<file path="config.mk">
export PLATFORM = sky130hd
export DESIGN_NAME = weight_dma_loader
export DESIGN_NICKNAME = d
export VERILOG_FILES = /design/src/rtl/tpu_pkg.sv /design/src/rtl/weight_dma_loader.sv
export SDC_FILE = /design/constraint.sdc
export NUM_CORES = 1
export LEC_CHECK = 0
export ABC_AREA = 0
export ABC_CLOCK_PERIOD_IN_PS = 2970
export BUFFER_PORTS_ARGS = -buffer_cell sky130_fd_sc_hd__buf_2
export CAP_MARGIN = 20
export CORE_MARGIN = 2
export CORE_UTILIZATION = 40
export DETAILED_ROUTE_END_ITERATION = 16
export SYNTH_ARGS = -nofsm -noshare
export SYNTH_HDL_FRONTEND = slang
export SYNTH_SLANG_ARGS = --single-unit
</file>
<file path="constraint.sdc">
create_clock -name clk -period 2.97 [get_ports clk]
set_input_delay 0.1485 -clock clk [delete_from_list [all_inputs] [get_ports clk]]
set_output_delay 0.1485 -clock clk [all_outputs]
set_load 0.02 [all_outputs]
</file>
<file path="src/rtl/tpu_pkg.sv">
// tpu_pkg: shared weight-path widths and the loader state encoding
package tpu_pkg;
  localparam int DATA_W = 16;
  localparam int ADDR_W = 6;
  localparam int NUM_CELLS = 1 << ADDR_W;
  typedef enum logic [1:0] {IDLE, FETCH, LOAD} wdma_state_t;
endpackage

</file>
<file path="src/rtl/weight_dma_loader.sv">
// weight_dma_loader: streams host words into consecutive weight cells, then requests a broadcast
module weight_dma_loader
  import tpu_pkg::*;
#(
  parameter int DATA_W = tpu_pkg::DATA_W,
  parameter int ADDR_W = tpu_pkg::ADDR_W
) (
  input  logic              clk,
  input  logic              reset,
  input  logic              start,
  input  logic [ADDR_W-1:0] base_addr,
  input  logic [ADDR_W:0]   num_words,
  input  logic              abort,
  input  logic              in_valid,
  input  logic [DATA_W-1:0] in_data,
  output logic              in_ready,
  output logic              fetch_w,
  output logic [ADDR_W-1:0] dma_address,
  output logic [DATA_W-1:0] dma_data,
  output logic              load_weight,
  output logic [ADDR_W-1:0] load_addr,
  output logic              busy,
  output logic              done
);
  localparam logic [ADDR_W:0] CELLS = (ADDR_W+1)'(1 << ADDR_W);
  wdma_state_t state;
  logic [ADDR_W:0] n, k, eff_n;
  assign eff_n = (num_words == '0 || num_words > CELLS) ? CELLS : num_words;
  assign in_ready = state == FETCH;
  // busy stays high through the IDLE cycle after LOAD so done and busy-low never coincide
  always_ff @(posedge clk) begin
    if (reset) begin
      state <= IDLE;
      n <= '0;
      k <= '0;
      fetch_w <= 1'b0;
      dma_address <= '0;
      dma_data <= '0;
      load_weight <= 1'b0;
      load_addr <= '0;
      busy <= 1'b0;
      done <= 1'b0;
    end else begin
      fetch_w <= 1'b0;
      load_weight <= 1'b0;
      done <= 1'b0;
      case (state)
        IDLE: begin
          busy <= 1'b0;
          if (start && !busy) begin
            load_addr <= base_addr;
            n <= eff_n;
            k <= '0;
            busy <= 1'b1;
            state <= FETCH;
          end
        end
        FETCH: begin
          if (abort) begin
            busy <= 1'b0;
            state <= IDLE;
          end else if (in_valid) begin
            fetch_w <= 1'b1;
            dma_address <= load_addr + k[ADDR_W-1:0];
            dma_data <= in_data;
            k <= k + 1'b1;
            if (k == n - 1'b1) state <= LOAD;
          end
        end
        LOAD: begin
          if (abort) busy <= 1'b0;
          else begin
            load_weight <= 1'b1;
            done <= 1'b1;
          end
          state <= IDLE;
        end
        default: begin
          busy <= 1'b0;
          state <= IDLE;
        end
      endcase
    end
  end
endmodule

</file>
==> metrics.cfg <==
[detailed_routing]
remaining_drc_errors=0
postRouteAntennaNets=0
vias=1917
drt_iter0_markers=120
wl_met2_um=2130
top_layer=met4
wl_met1_um=2360
viasPerCell=4.80
dr_wl_met3_um=213
routedWlPerCell_um=12.0
dr.pass1.iters=4
wirelength_um=4790

[die]
num_rows=26
die_w_um=77.8
dieArea_um2=6050
core_um2=5170
pin_count=67
start_util_pct=42.1
die_height_um=77.8

[setup_path]
crit_family=simple AND/OR/NAND/NOR gates
worst-path-max-fanout=5
cp_slowest_stage_delay_ns=0.47
critPathLaunchType=flip-flop
crit_required_ns=3.19
end_kind=flip-flop
path_buf_inv=1
reg2reg_from=n[0]$_SDFFE_PP0P_
cp_cell_sequence=inv_1 -> ha_1 -> or3b_1 -> or4_1 -> a211oi_1 -> nand4_1 -> a221oi_2
critPathArrivalTime_ns=2.40
critical_path_class=flip-flop to flip-flop
slowest_stage=or4_1
critPathLaunch=n[0]$_SDFFE_PP0P_

[cts]
cts_buffer_depth=2
postCtsSetupBuffers=0
ctsHoldBuffers=0
cts_resized=0
root_buffer=clkbuf_8
cts_tree=built
cts_buffers=5
clock-sinks=47
htree_levels=2
clock_latency_ns=0.30
clk_pin_slew_ns=0.09

[run]
cap_violations=0

[power_and_ir_drop]
p_sw_share_pct=27.2
pwr-share-comb_pct=16.1
vdd_drop_max_mv=0.264
p_int_mw=1.03
p_leak_nw=1.16
p_per_area_nw_per_um2=527
power_switching_uw=383
clockPowerShare_pct=35.5
power_frac_seq_pct=48.5
finalPower_mw=1.41

[layout]
syn_to_final_growth_pct=22.9
diodes=0
multi_input_area_um2=1150
final_cell_area_um2=2680
fillers=526
stdcell_count=399
final_nets=373
drive_gt1_share_pct=23.7
seq_area_um2=941
final_util_pct=51.7

[sta]
slew_headroom_pct=41.0
setup_violations=0
worst_slew_pin_slew_ns=0.885
period_needed_ns=2.18
finalHoldViolCount=0
setup_tns_ns=0
whs_ns=0.0335
finClkSkew_ns=0.00915
finalMaxSlewViolations=0
fmax_mhz=458
rsz0062_at_grt=no
fin_crit_sh_pct=73.5
fin_ws_ns=0.786

[logic_synthesis]
syn_nets=311
synth_mux_area_share_pct=0.460
synthAdderAreaFrac_pct=6.67
ys_ff_latch=47
synth-edff-count=0
synth_compound_area_share_pct=14.9
netlist_instances=266
ys.flop_type=dfxtp_1
syn_area_um2=2180
ys_types=37
synth_top_family_by_area=simple AND/OR/NAND/NOR gates
ys_seq_area_share_pct=43.2
synth-xor-area-share_pct=6.84
ys_async_sr_fraction_pct=0
synth_area_per_cell_um2=8.18
synthSimpleGateAreaFrac_pct=23.9
yosysWarnings=0

[place]
io_buffers=66
dp_hpwl_um=3500
dpl_cell_area_um2=2550
finalWeightedCongestion=0.886
dpl.cell_count=391
dpl_worst_slack_ns=0.787

[run_status]
status=complete, no violations

[global_routing]
grt_max_degree=43
first_global_vias=1702
grt_pass1_wl_um=8020
grt_usage_pct=16.5
gr-total-overflow=0
antenna_found_initial=0

[min_path]
hold_path.class=primary input to flip-flop
holdCritStartpoint=abort

area by class of cell:
type | instances | area share (%)
Timing Repair Buffer | 67 | 12.6
Inverter | 10 | 1.40
Tap cell | 70 | 3.27
Multi-Input combinational cell | 197 | 43.0
Sequential cell | 47 | 35.2
Clock buffer | 6 | 3.09
Clock inverter | 2 | 1.45
cells by family after synthesis:
logic type / after synthesis
xor+xnor: 17
simple gates: 113
fa+ha+maj: 11
mux: 1
compound gates: 55
flops: 47
buf+inv: 22
synth_stat cells (2+ instances only):
cell | number | area share (%)
a211oi_1 | 3 | 1.0
nand3b_1 | 8 | 2.8
nor2b_1 | 3 | 0.86
o21ai_0 | 3 | 0.69
dfxtp_1 | 47 | 43
a21o_1 | 2 | 0.69
a21oi_1 | 38 | 8.7
inv_1 | 10 | 1.7
xor2_1 | 8 | 3.2
a31oi_1 | 2 | 0.57
nor2_1 | 13 | 2.2
and3_1 | 2 | 0.57
clkbuf_1 | 10 | 1.7
nand2b_1 | 4 | 1.1
ha_1 | 10 | 5.7
nand4_1 | 4 | 1.1
or4_1 | 2 | 0.69
nand2_1 | 65 | 11
xnor2_1 | 9 | 3.6
nor3_1 | 6 | 1.4
registers in the layout, indices dropped and copies added (netlist names):
name         count
dma_data        16
k                7
n                7
dma_address      6
load_addr        6
state            2
busy             1
done             1
fetch_w          1
per-layer routing:
metal  vias up  track usage (%)
li1       1015                -
met1       849             23.0
met2        46             25.1
met3         7             2.79
met4         0             6.96
met5         -                0
worst paths after layout:
check             depth (start not counted)                           to  slack [ns]
setup / recovery                          7        state[1]$_SDFFE_PP0P_        0.79
hold / removal                            2              done$_SDFF_PP0_        0.03
setup reg to reg                          7        state[1]$_SDFFE_PP0P_        0.79
hold reg to reg                           2  dma_address[2]$_SDFFE_PP0P_        0.45
power by group through the flow:
stage	clock network, mW	registers [mW]	logic, mW
final	0.500	0.683	0.226
after global routing	0.539	0.688	0.254
after CTS	0.511	0.683	0.230
after detailed placement	0	0.698	0.228
after global placement	0	0.698	0.228
after floorplan	0	0.713	0.140
layout by cell type (no fill, tap or decap), types with 3 or more instances in the layout:
cell type,instances
nand2b_1,4
ha_1,10
clkbuf_8,6
nand4_1,4
xor2_1,8
nor2b_1,3
a21oi_1,38
xnor2_1,9
nand3b_1,8
nor3_1,6
nand2_1,65
a211oi_1,3
dfxtp_1,47
inv_1,10
buf_2,66
o21ai_0,3
nor2_1,13
No activity file was read; power rests on OpenSTA's default activity.
